<file path="src/rtl/i2c_pkg.sv">
// -----------------------------------------------------------------------------
// i2c_pkg
// Shared definitions for the I2C target (and, later, the I2C master):
//   - i2c_state_t : protocol state encoding of the target FSM
//   - DIR_WRITE / DIR_READ : values of the R/W bit in the address byte
//   - ACK_LEVEL / NACK_LEVEL : SDA level during the acknowledge bit
// -----------------------------------------------------------------------------
package i2c_pkg;

    typedef enum logic [3:0] {
        IDLE     = 4'd0,
        ADDR     = 4'd1,
        ADDR_ACK = 4'd2,
        WR_DATA  = 4'd3,
        WR_ACK   = 4'd4,
        RD_LOAD  = 4'd5,
        RD_DATA  = 4'd6,
        RD_ACK   = 4'd7,
        IGNORE   = 4'd8
    } i2c_state_t;

    localparam logic DIR_WRITE  = 1'b0;
    localparam logic DIR_READ   = 1'b1;

    localparam logic ACK_LEVEL  = 1'b0;
    localparam logic NACK_LEVEL = 1'b1;

endpackage

</file>
<file path="src/rtl/i2c_line_sync.sv">
// -----------------------------------------------------------------------------
// i2c_line_sync
// Brings the raw SCL/SDA pad inputs into the clk domain and derives the bus
// events the protocol logic needs. Shared between target and master.
//
// Ports:
//   clk, rst   : system clock, synchronous active-high reset
//   scl_in     : raw SCL pad input
//   sda_in     : raw SDA pad input
//   sda        : synchronized SDA level
//   scl_rise   : one-cycle strobe, synchronized SCL went 0 -> 1
//   scl_fall   : one-cycle strobe, synchronized SCL went 1 -> 0
//   start_det  : one-cycle strobe, SDA fell while SCL stayed high
//   stop_det   : one-cycle strobe, SDA rose while SCL stayed high
//
// Synchronizers reset to 1 (idle bus level) so that leaving reset never
// produces a spurious edge, START or STOP.
// -----------------------------------------------------------------------------
module i2c_line_sync
    import i2c_pkg::*;
#(
    parameter int SYNC_STAGES = 2
) (
    input  logic clk,
    input  logic rst,
    input  logic scl_in,
    input  logic sda_in,
    output logic sda,
    output logic scl_rise,
    output logic scl_fall,
    output logic start_det,
    output logic stop_det
);

    localparam int LINE_SCL = 0;
    localparam int LINE_SDA = 1;

    logic [1:0] raw_lines;
    logic [1:0] cur_lines;
    logic [1:0] prev_lines;

    assign raw_lines = {sda_in, scl_in};

    // One identical lane per bus line: SYNC_STAGES-deep chain followed by a
    // history flop used for edge detection.
    genvar gi;
    generate
        for (gi = 0; gi < 2; gi++) begin : g_line
            logic [SYNC_STAGES-1:0] chain_reg;
            logic                   prev_reg;

            always_ff @(posedge clk) begin
                if (rst) begin
                    chain_reg <= '1;
                    prev_reg  <= 1'b1;
                end else begin
                    chain_reg <= {chain_reg[SYNC_STAGES-2:0], raw_lines[gi]};
                    prev_reg  <= chain_reg[SYNC_STAGES-1];
                end
            end

            assign cur_lines[gi]  = chain_reg[SYNC_STAGES-1];
            assign prev_lines[gi] = prev_reg;
        end
    endgenerate

    logic scl_stable_high;

    // START/STOP only count when SCL was high both before and after the
    // SDA transition, so an SDA change racing an SCL edge is not misread.
    assign scl_stable_high = cur_lines[LINE_SCL] & prev_lines[LINE_SCL];

    assign sda       = cur_lines[LINE_SDA];
    assign scl_rise  =  cur_lines[LINE_SCL] & ~prev_lines[LINE_SCL];
    assign scl_fall  = ~cur_lines[LINE_SCL] &  prev_lines[LINE_SCL];
    assign start_det = scl_stable_high &  prev_lines[LINE_SDA] & ~cur_lines[LINE_SDA];
    assign stop_det  = scl_stable_high & ~prev_lines[LINE_SDA] &  cur_lines[LINE_SDA];

endmodule

</file>
<file path="src/rtl/i2c_target.sv">
// -----------------------------------------------------------------------------
// i2c_target
// Single-address 7-bit I2C target. Detects START / repeated START / STOP,
// ACKs its own address, hands written bytes to local logic and fetches read
// bytes from local logic, stretching SCL while waiting for them.
//
// Ports:
//   clk, rst         : system clock, synchronous active-high reset
//   i2c_scl_in       : raw SCL pad input
//   i2c_sda_in       : raw SDA pad input
//   i2c_scl_drive_n  : 0 = pull SCL low (stretch), 1 = release
//   i2c_sda_drive_n  : 0 = pull SDA low, 1 = release
//   addressed        : own address ACKed, until STOP / Sr / NACKed read
//   rw               : R/W bit of the current addressed transaction
//   start_det        : one-cycle pulse on START or repeated START
//   stop_det         : one-cycle pulse on STOP
//   rx_data          : last byte written by the master
//   rx_valid         : one-cycle pulse, rx_data updated
//   tx_request       : level, a read byte is needed (SCL is being stretched)
//   tx_data          : read byte from local logic
//   tx_valid         : tx_data valid; consumed when tx_valid & tx_request
//
// All SDA changes happen in the cycle an SCL fall is detected, so the target
// never moves SDA while SCL is high (apart from releasing on START/STOP).
// -----------------------------------------------------------------------------
module i2c_target
    import i2c_pkg::*;
#(
    parameter logic [6:0] ADDRESS     = 7'h50,
    parameter int         SYNC_STAGES = 2
) (
    input  logic       clk,
    input  logic       rst,
    input  logic       i2c_scl_in,
    input  logic       i2c_sda_in,
    output logic       i2c_scl_drive_n,
    output logic       i2c_sda_drive_n,
    output logic       addressed,
    output logic       rw,
    output logic       start_det,
    output logic       stop_det,
    output logic [7:0] rx_data,
    output logic       rx_valid,
    output logic       tx_request,
    input  logic [7:0] tx_data,
    input  logic       tx_valid
);

    // ------------------------------------------------------------------
    // Line conditioning
    // ------------------------------------------------------------------
    logic sda_s;
    logic scl_rise;
    logic scl_fall;
    logic bus_start;
    logic bus_stop;

    i2c_line_sync #(
        .SYNC_STAGES (SYNC_STAGES)
    ) u_line_sync (
        .clk       (clk),
        .rst       (rst),
        .scl_in    (i2c_scl_in),
        .sda_in    (i2c_sda_in),
        .sda       (sda_s),
        .scl_rise  (scl_rise),
        .scl_fall  (scl_fall),
        .start_det (bus_start),
        .stop_det  (bus_stop)
    );

    // ------------------------------------------------------------------
    // Protocol FSM
    // ------------------------------------------------------------------
    i2c_state_t state_reg;
    logic [2:0] bit_cnt_reg;
    // Set once the bit phase that must precede the next acted-upon SCL fall
    // has happened (8th data rise in ADDR/WR_DATA, ACK rise in RD_ACK).
    // Keeps stray falls, such as the one right after START, from counting.
    logic       phase_done_reg;
    logic [7:0] shift_reg;
    logic [7:0] tx_shift_reg;
    logic       scl_drive_n_reg;
    logic       sda_drive_n_reg;
    logic       addressed_reg;
    logic       rw_reg;
    logic       start_det_reg;
    logic       stop_det_reg;
    logic [7:0] rx_data_reg;
    logic       rx_valid_reg;
    logic       tx_request_reg;

    always_ff @(posedge clk) begin
        if (rst) begin
            state_reg       <= IDLE;
            bit_cnt_reg     <= 3'd0;
            phase_done_reg  <= 1'b0;
            shift_reg       <= 8'h00;
            tx_shift_reg    <= 8'h00;
            scl_drive_n_reg <= 1'b1;
            sda_drive_n_reg <= 1'b1;
            addressed_reg   <= 1'b0;
            rw_reg          <= 1'b0;
            start_det_reg   <= 1'b0;
            stop_det_reg    <= 1'b0;
            rx_data_reg     <= 8'h00;
            rx_valid_reg    <= 1'b0;
            tx_request_reg  <= 1'b0;
        end else begin
            start_det_reg <= 1'b0;
            stop_det_reg  <= 1'b0;
            rx_valid_reg  <= 1'b0;

            if (bus_stop) begin
                // STOP wins over any bit event in the same cycle.
                stop_det_reg    <= 1'b1;
                scl_drive_n_reg <= 1'b1;
                sda_drive_n_reg <= 1'b1;
                addressed_reg   <= 1'b0;
                tx_request_reg  <= 1'b0;
                phase_done_reg  <= 1'b0;
                state_reg       <= IDLE;
            end else if (bus_start) begin
                // START and repeated START share one path.
                start_det_reg   <= 1'b1;
                scl_drive_n_reg <= 1'b1;
                sda_drive_n_reg <= 1'b1;
                addressed_reg   <= 1'b0;
                tx_request_reg  <= 1'b0;
                bit_cnt_reg     <= 3'd0;
                phase_done_reg  <= 1'b0;
                state_reg       <= ADDR;
            end else begin
                case (state_reg)
                    IDLE: begin
                        // Only START leaves IDLE; handled above.
                    end

                    ADDR: begin
                        if (scl_rise) begin
                            shift_reg   <= {shift_reg[6:0], sda_s};
                            bit_cnt_reg <= bit_cnt_reg + 3'd1;
                            if (bit_cnt_reg == 3'd7) begin
                                phase_done_reg <= 1'b1;
                            end
                        end else if (scl_fall && phase_done_reg) begin
                            phase_done_reg <= 1'b0;
                            // General call (0x00) and 10-bit prefixes never
                            // equal a normal 7-bit ADDRESS, so they land in
                            // IGNORE here as plain mismatches.
                            if (shift_reg[7:1] == ADDRESS) begin
                                sda_drive_n_reg <= ACK_LEVEL;
                                rw_reg          <= shift_reg[0];
                                addressed_reg   <= 1'b1;
                                state_reg       <= ADDR_ACK;
                            end else begin
                                state_reg <= IGNORE;
                            end
                        end
                    end

                    ADDR_ACK: begin
                        if (scl_fall) begin
                            sda_drive_n_reg <= 1'b1;
                            if (rw_reg == DIR_READ) begin
                                // Start stretching immediately: SCL is low now.
                                scl_drive_n_reg <= 1'b0;
                                tx_request_reg  <= 1'b1;
                                state_reg       <= RD_LOAD;
                            end else begin
                                state_reg <= WR_DATA;
                            end
                        end
                    end

                    WR_DATA: begin
                        if (scl_rise) begin
                            shift_reg   <= {shift_reg[6:0], sda_s};
                            bit_cnt_reg <= bit_cnt_reg + 3'd1;
                            if (bit_cnt_reg == 3'd7) begin
                                rx_data_reg    <= {shift_reg[6:0], sda_s};
                                rx_valid_reg   <= 1'b1;
                                phase_done_reg <= 1'b1;
                            end
                        end else if (scl_fall && phase_done_reg) begin
                            phase_done_reg  <= 1'b0;
                            sda_drive_n_reg <= ACK_LEVEL;
                            state_reg       <= WR_ACK;
                        end
                    end

                    WR_ACK: begin
                        if (scl_fall) begin
                            sda_drive_n_reg <= 1'b1;
                            state_reg       <= WR_DATA;
                        end
                    end

                    RD_LOAD: begin
                        if (tx_valid && tx_request_reg) begin
                            // MSB goes out now; the remaining seven bits are
                            // kept left-aligned for the following falls.
                            sda_drive_n_reg <= tx_data[7];
                            tx_shift_reg    <= {tx_data[6:0], 1'b0};
                            tx_request_reg  <= 1'b0;
                            scl_drive_n_reg <= 1'b1;
                            bit_cnt_reg     <= 3'd0;
                            state_reg       <= RD_DATA;
                        end
                    end

                    RD_DATA: begin
                        // Here the counter counts falls: falls 1..7 present
                        // bits 6..0, fall 8 hands SDA to the master for ACK.
                        if (scl_fall) begin
                            bit_cnt_reg <= bit_cnt_reg + 3'd1;
                            if (bit_cnt_reg == 3'd7) begin
                                sda_drive_n_reg <= 1'b1;
                                phase_done_reg  <= 1'b0;
                                state_reg       <= RD_ACK;
                            end else begin
                                sda_drive_n_reg <= tx_shift_reg[7];
                                tx_shift_reg    <= {tx_shift_reg[6:0], 1'b0};
                            end
                        end
                    end

                    RD_ACK: begin
                        if (scl_rise && !phase_done_reg) begin
                            if (sda_s == ACK_LEVEL) begin
                                phase_done_reg <= 1'b1;
                            end else begin
                                addressed_reg <= 1'b0;
                                state_reg     <= IGNORE;
                            end
                        end else if (scl_fall && phase_done_reg) begin
                            phase_done_reg  <= 1'b0;
                            scl_drive_n_reg <= 1'b0;
                            tx_request_reg  <= 1'b1;
                            state_reg       <= RD_LOAD;
                        end
                    end

                    IGNORE: begin
                        // Lines stay released until START or STOP.
                    end

                    default: begin
                        scl_drive_n_reg <= 1'b1;
                        sda_drive_n_reg <= 1'b1;
                        state_reg       <= IDLE;
                    end
                endcase
            end
        end
    end

    assign i2c_scl_drive_n = scl_drive_n_reg;
    assign i2c_sda_drive_n = sda_drive_n_reg;
    assign addressed       = addressed_reg;
    assign rw              = rw_reg;
    assign start_det       = start_det_reg;
    assign stop_det        = stop_det_reg;
    assign rx_data         = rx_data_reg;
    assign rx_valid        = rx_valid_reg;
    assign tx_request      = tx_request_reg;

endmodule
</file>
<file path="config.mk">
export PLATFORM = sky130hd
export DESIGN_NAME = i2c_target
export DESIGN_NICKNAME = d
export VERILOG_FILES = /design/src/rtl/i2c_pkg.sv /design/src/rtl/i2c_line_sync.sv /design/src/rtl/i2c_target.sv
export SDC_FILE = /design/constraint.sdc
export NUM_CORES = 1
export LEC_CHECK = 0
export ABC_AREA = 1
export BUFFER_PORTS_ARGS = -buffer_cell sky130_fd_sc_hd__buf_2
export CAP_MARGIN = 20
export CORE_MARGIN = 2
export CORE_UTILIZATION = 45
export DETAILED_ROUTE_END_ITERATION = 12
export GPL_TIMING_DRIVEN = 0
export SLEW_MARGIN = 30
export SYNTH_ARGS = -nofsm -noshare
export SYNTH_HDL_FRONTEND = slang
export SYNTH_SLANG_ARGS = --single-unit
</file>
<file path="constraint.sdc">
create_clock -name clk -period 3.7 [get_ports clk]
set_clock_uncertainty 0.15 [all_clocks]
set_input_delay 0 -clock clk [delete_from_list [all_inputs] [get_ports clk]]
set_output_delay 0 -clock clk [all_outputs]
set_load 0.01 [all_outputs]
</file>
==> results of run 1 <==
worst max-delay path, stage by stage, from the launching register on:
cell and delay, ns:
dfxtp_1 0.40, inv_1 0.16, nor2_2 0.25, nand2_2 0.20, nor2_1 0.13, nor3_1 0.06
nand2_1 0.21, inv_2 0.12, nor2_1 0.11, nor2_1 0.05
stage by stage:
step           power (W)  hold slack (ns)  instances  setup slack, ns
3_5_place_dp     0.00107           0.0390        392             1.80
4_1_cts          0.00149            0.260        411             1.80
5_1_grt          0.00160            0.281        411             1.57
3_3_place_gp     0.00107           0.0385        392             1.79
6_report         0.00149            0.260        411             1.76
2_1_floorplan   0.000964          -0.0462        312             2.13
where the power goes:
part	leakage (nW)	switching, W	internal (W)	total (W)
clock	0.0633	0.000188	0.000225	0.000413
sequential	0.366	0.0000450	0.000544	0.000589
combinational	0.801	0.000320	0.000170	0.000490
total	1.23	0.000553	0.000938	0.00149
worst max-delay path by stage:
stage | endpoint | depth (start not counted) | slack (ns)
floorplan | tx_shift_reg[2]$_SDFFE_PP0P_ | 8 | 2.13
global placement | tx_shift_reg[4]$_SDFFE_PP0P_ | 9 | 1.79
detailed placement | tx_shift_reg[5]$_SDFFE_PP0P_ | 9 | 1.80
CTS | tx_shift_reg[5]$_SDFFE_PP0P_ | 9 | 1.80
global route | tx_shift_reg[6]$_SDFFE_PP0P_ | 9 | 1.57
finish | tx_shift_reg[6]$_SDFFE_PP0P_ | 9 | 1.76
logic make-up after synthesis:
logic type	count (synthesis)
AOI/OAI and AO/OA	50
adders and majority gates	2
buffers and inverters	41
DFF	45
and+or+nand+nor	174
cell usage in the layout (no fill, tap or decap), drive strengths merged, types with 3 or more instances in the layout:
master,synthesis,layout
nor3,5,5
o21ai,28,28
nand3,29,29
a21oi,13,13
dfxtp,45,45
nand2,81,81
buf,0,28
or2,4,4
nor2,53,53
o211ai,3,3
clkbuf,4,10
dlygate4sd3,0,11
inv,36,37
layer usage:
metal / vias up / GRT usage [%] / share of wire [%]
met1: 924 / 29.2 / 50
met5: - / 0 / 0
met3: 6 / 4.72 / 4.3
met4: 0 / 5.56 / 1.0
li1: 1093 / - / -
met2: 54 / 34.5 / 45
area by class of cell:
cell class | count | share of cell area, %
buffer | 4 | 0.590
clock buffer | 6 | 3.24
sequential | 45 | 35.4
tap | 52 | 2.56
clock inverter | 2 | 1.62
timing repair buffer | 39 | 9.83
inverter | 37 | 5.46
multi-input combinational | 226 | 41.3
synthesized netlist by cell type:
master and number:
nand2_1 78, nor2_1 50, dfxtp_1 45, inv_1 33, nand3_1 28, o21ai_0 26, a21oi_1 13, clkbuf_1 4
or2_2 4, inv_2 3, nand2_2 3, nor3_1 3, o211ai_1 3, a31oi_1 2, ha_1 2, nand4_1 2
nor2_4 2, o21ai_1 2, o22ai_1 2, a211oi_1 1, clkinv_1 1, nand3_2 1, nor2_2 1, nor3_2 1
nor3_4 1, o2111ai_1 1
what timing repair did:
item	4_1_cts	5_1_grt
hold buffers	11	0
hold endpoints to repair	11	0
setup endpoints to repair	0	0
==> flow_summary.toml, run 1 <==
[run_status]
status = "completed"

[synthesis]
synth_cell_type_count = 26
syn_avg_cell_area_um2 = 6.75
synth_area_um2 = 2110
synthCells = 312
synth-simple-area-share_pct = 35.9
synth-xor-area-share_pct = 0
seq_area_frac_synth_pct = 42.8
synth_warnings = 0
synth_compound_area_share_pct = 12.8
synth_top_family_by_area = "simple AND/OR/NAND/NOR gates"
synth_fp_nets = 327
ys_ff_latch = 45
synth_fa_ha_area_share_pct = 1.19
synth_area_leaders = "dfxtp_1 (43%), nand2_1 (14%), nor2_1 (8.9%)"
yosysTopAreaCellShare_pct = 42.8
synth_top_area_cell = "dfxtp_1"
synth_mux_area_share_pct = 0

[timing]
rsz0062_at_grt = "no"
post-route-period-util_pct = 52.4
finalHoldViolCount = 0
tns_ns = 0
setup_viol_count_final = 0
tightest_slew_ns = 0.641
clock.fmax_ghz = 0.516
post-route-min-period_ns = 1.94
slew_violations = 0
slew_headroom_pct = 57.1

[critical_path]
timing.rr.start = "state_reg[1]$_SDFFE_PP0P_"
critPathLaunchType = "flip-flop"
r2r_slack_ns = 1.76
crit_start = "state_reg[1]$_SDFFE_PP0P_"
reg2regPathDepth = 9
critPathMaxFanout = 10
criticalPathCategory = "reg2reg"
cp-end-kind = "flip-flop"
r2r_end = "tx_shift_reg[6]$_SDFFE_PP0P_"
required_ns = 3.75
arrival_ns = 1.99

[route]
via_per_inst = 5.05
vias = 2077
dr.pass1.iters = 4
ant_nets = 0
wl_per_cell_um = 12.5
drt_iter0_markers = 149
drc = 0
wl_um = 5140

[placement]
routabilityCongestion = 0.878
port_buffers = 28
placed_area_um2 = 2310
dp_hpwl_um = 3630

[floorplan]
initial_utilization_pct = 47.4
die_w_um = 72.4
die-area_um2 = 5240
core-area_um2 = 4440
die_y_um = 72.4
std_cell_rows = 24
ioPinCount = 29

[grt]
grt_pass1_wl_um = 8890
grt_max_degree = 16
overflow = 0
antenna_found_initial = 0
grt_pass1_vias = 1926
grt_use_total_pct = 21.4

[clocking]
cts_buffer_depth = 2
cts_resized = 0
h-tree-depth = 2
cts.clk_slew.worst_paths_ns = 0.09
ctsRootBufferMaster = "clkbuf_8"
clock_sinks = 45
clock_latency_ns = 0.31
cts_tree = "built"
numCtsBuffers = 5
post_cts_buffers = 0

[worst_hold_path]
hp-start = "i2c_sda_in"
hold_depth = 3
hold_class = "in2reg"
min_to = "u_line_sync.g_line[1].chain_reg[0]$_SDFF_PP1_"

[layout]
n_fill_cell = 468
diodes = 0
multi_input_area_um2 = 1050
utilization_pct = 57.3
final_cell_area_um2 = 2540
layout.nets = 373
regArea_um2 = 901
layout-drive-gt1-share_pct = 14.5
syn_to_final_growth_pct = 20.9

[pwr]
p_leak_nw = 1.23
peakVddDrop_uv = 367
power.density_nw_per_um2 = 586

[run]
drv_cap = 0
(Power assumes the default switching activity.)
==> run 2, diff against run 1 <==
Clock period 3.7 ns to 1.98 ns, I/O delays scaled along.
==> run 2 against run 1 <==
Global-route usage is the same; fmax grew 5.0%; core utilization grew 0.76 points; register-to-register slack lost 1.6 ns; highest routed layer unchanged; clock power grew 87%; setup slack lost 1.6 ns; sequential power grew 87%; non-clock buffer count grew 2; hold slack lost 0.0012 ns; largest power group unchanged.
==> flow_summary.toml, run 2 (synthesis gave the netlist of run 1 again) <==
[worst_hold_path]
hp-start = "i2c_sda_in"
hold_depth = 3
min_to = "u_line_sync.g_line[1].chain_reg[0]$_SDFF_PP1_"
hold_class = "in2reg"

[timing]
tightest_slew_ns = 0.523
post-route-min-period_ns = 1.85
rsz0062_at_grt = "no"
slew_headroom_pct = 65.1
hold_ws_ns = 0.259
setup_viol_count_final = 0
tns_ns = 0
post-route-period-util_pct = 93.2
slew_violations = 0
clock.fmax_ghz = 0.542
finalHoldViolCount = 0

[grt]
overflow = 0
grt_pass1_vias = 1926
antenna_found_initial = 0
grt_pass1_wl_um = 8890
grt_max_degree = 16
grt_use_total_pct = 21.4

[layout]
finalNonFillerCells = 413
layout_common_cells = "nand2_1 (77), nor2_1 (46), dfxtp_1 (44)"
syn_to_final_growth_pct = 22.5
layout.cells.most_common = "nand2_1"
layout-drive-gt1-share_pct = 16.6
layout.nets = 375
final_cell_area_um2 = 2580
n_fill_cell = 463
diodes = 0

[critical_path]
timing.rr.start = "state_reg[2]$_SDFFE_PP0P_"
reg2regPathDepth = 8
cp-end-kind = "flip-flop"
r2r_slack_ns = 0.13
arrival_ns = 1.94
r2r_end = "tx_shift_reg[7]$_SDFFE_PP0P_"
critPathLaunchType = "flip-flop"
criticalPathCategory = "reg2reg"
critPathMaxFanout = 8
required_ns = 2.07

[route]
drc = 0
wl_per_cell_um = 12.4
dr.pass1.iters = 4
met1_length_um = 2550
wl_met2_um = 2240
ant_nets = 0
wl_um = 5130
highest_layer = "met4"
vias = 2074
drt_iter0_markers = 126
wl_met3_um = 263
via_per_inst = 5.02

[clocking]
ctsRootBufferMaster = "clkbuf_8"
cts.clk_slew.worst_paths_ns = 0.09
cts_buffer_depth = 2
clock_sinks = 45
h-tree-depth = 2
cts_tree = "built"
numCtsBuffers = 5
clock_latency_ns = 0.31

[placement]
port_buffers = 28
placed_area_um2 = 2310
dp_hpwl_um = 3630
routabilityCongestion = 0.878
dpl.cell_count = 392

[floorplan]
core-area_um2 = 4440
die_y_um = 72.4
die_w_um = 72.4
initial_utilization_pct = 47.4
std_cell_rows = 24
ioPinCount = 29
die-area_um2 = 5240

[pwr]
clkPwrFrac_pct = 27.5
internal_power_w = 0.00176
switching_power_w = 0.00104
swShare_pct = 37.2
seq_power_share_pct = 39.3
peakVddDrop_uv = 686
pwr-share-comb_pct = 33.2
power.density_nw_per_um2 = 1090
p_leak_nw = 1.24

[run_status]
status = "completed"

[run]
drv_cap = 0
-- run 2: worst max path at each step --
stage / start / endpoint / slack (ns) / cells after the start
2_1_floorplan: bit_cnt_reg[0]$_SDFFE_PP0P_ / tx_shift_reg[2]$_SDFFE_PP0P_ / 0.41 / 8
3_3_place_gp: state_reg[1]$_SDFFE_PP0P_ / tx_shift_reg[4]$_SDFFE_PP0P_ / 0.07 / 9
3_5_place_dp: state_reg[1]$_SDFFE_PP0P_ / tx_shift_reg[5]$_SDFFE_PP0P_ / 0.08 / 9
4_1_cts: state_reg[1]$_SDFFE_PP0P_ / tx_shift_reg[5]$_SDFFE_PP0P_ / 0.08 / 9
5_1_grt: state_reg[2]$_SDFFE_PP0P_ / tx_shift_reg[1]$_SDFFE_PP0P_ / 0.003 / 7
6_report: state_reg[2]$_SDFFE_PP0P_ / tx_shift_reg[7]$_SDFFE_PP0P_ / 0.13 / 8
-- run 2: power groups by stage --
stage / registers (W) / logic [W] / clock network [W]
final: 0.00110 / 0.000932 / 0.000772
after global routing: 0.00112 / 0.00107 / 0.000817
after CTS: 0.00110 / 0.000907 / 0.000778
after detailed placement: 0.00112 / 0.000883 / 0
after global placement: 0.00112 / 0.000880 / 0
after floorplan: 0.00111 / 0.000690 / 0
-- run 2: through the flow --
stage	util [%]	worst slack, ns	total power (W)
6_report	58.0	0.134	0.00281
5_1_grt	58.0	0.00286	0.00301
4_1_cts	57.3	0.0768	0.00278
3_3_place_gp	52.0	0.0698	0.00200
3_5_place_dp	52.0	0.0841	0.00200
2_1_floorplan	-	0.411	0.00180
-- run 2: final cells by class --
cell class / count / area, µm² / share of cell area (%)
buffer: 4 / 15.0 / 0.582
clock buffer: 6 / 82.6 / 3.20
clock inverter: 2 / 41.3 / 1.60
inverter: 37 / 139 / 5.39
multi-input combinational: 226 / 1070 / 41.4
sequential: 45 / 902 / 35.0
tap: 52 / 65.1 / 2.52
timing repair buffer: 41 / 265 / 10.3
-- run 2: timing repair --
action                                  in CTS  in global routing
hold buffers                                11                  0
buffers inserted                             0                  2
endpoints found under the setup margin       0                 16
resized for setup                            0                  8
hold endpoints to repair                    11                  0
-- run 2: critical path, stage by stage, from the launching register on --
cell	delay, ns
dfxtp_1	0.37
inv_1	0.12
nor2_4	0.21
nand3_1	0.22
nor3_1	0.27
nand2_2	0.15
inv_2	0.15
nor2_1	0.05
nor2_1	0.10
-- run 2: layer usage --
layer,global-route usage [%],vias to the layer above
li1,-,1095
met3,4.72,10
met2,34.5,65
met5,0,-
met1,29.2,904
met4,5.56,0
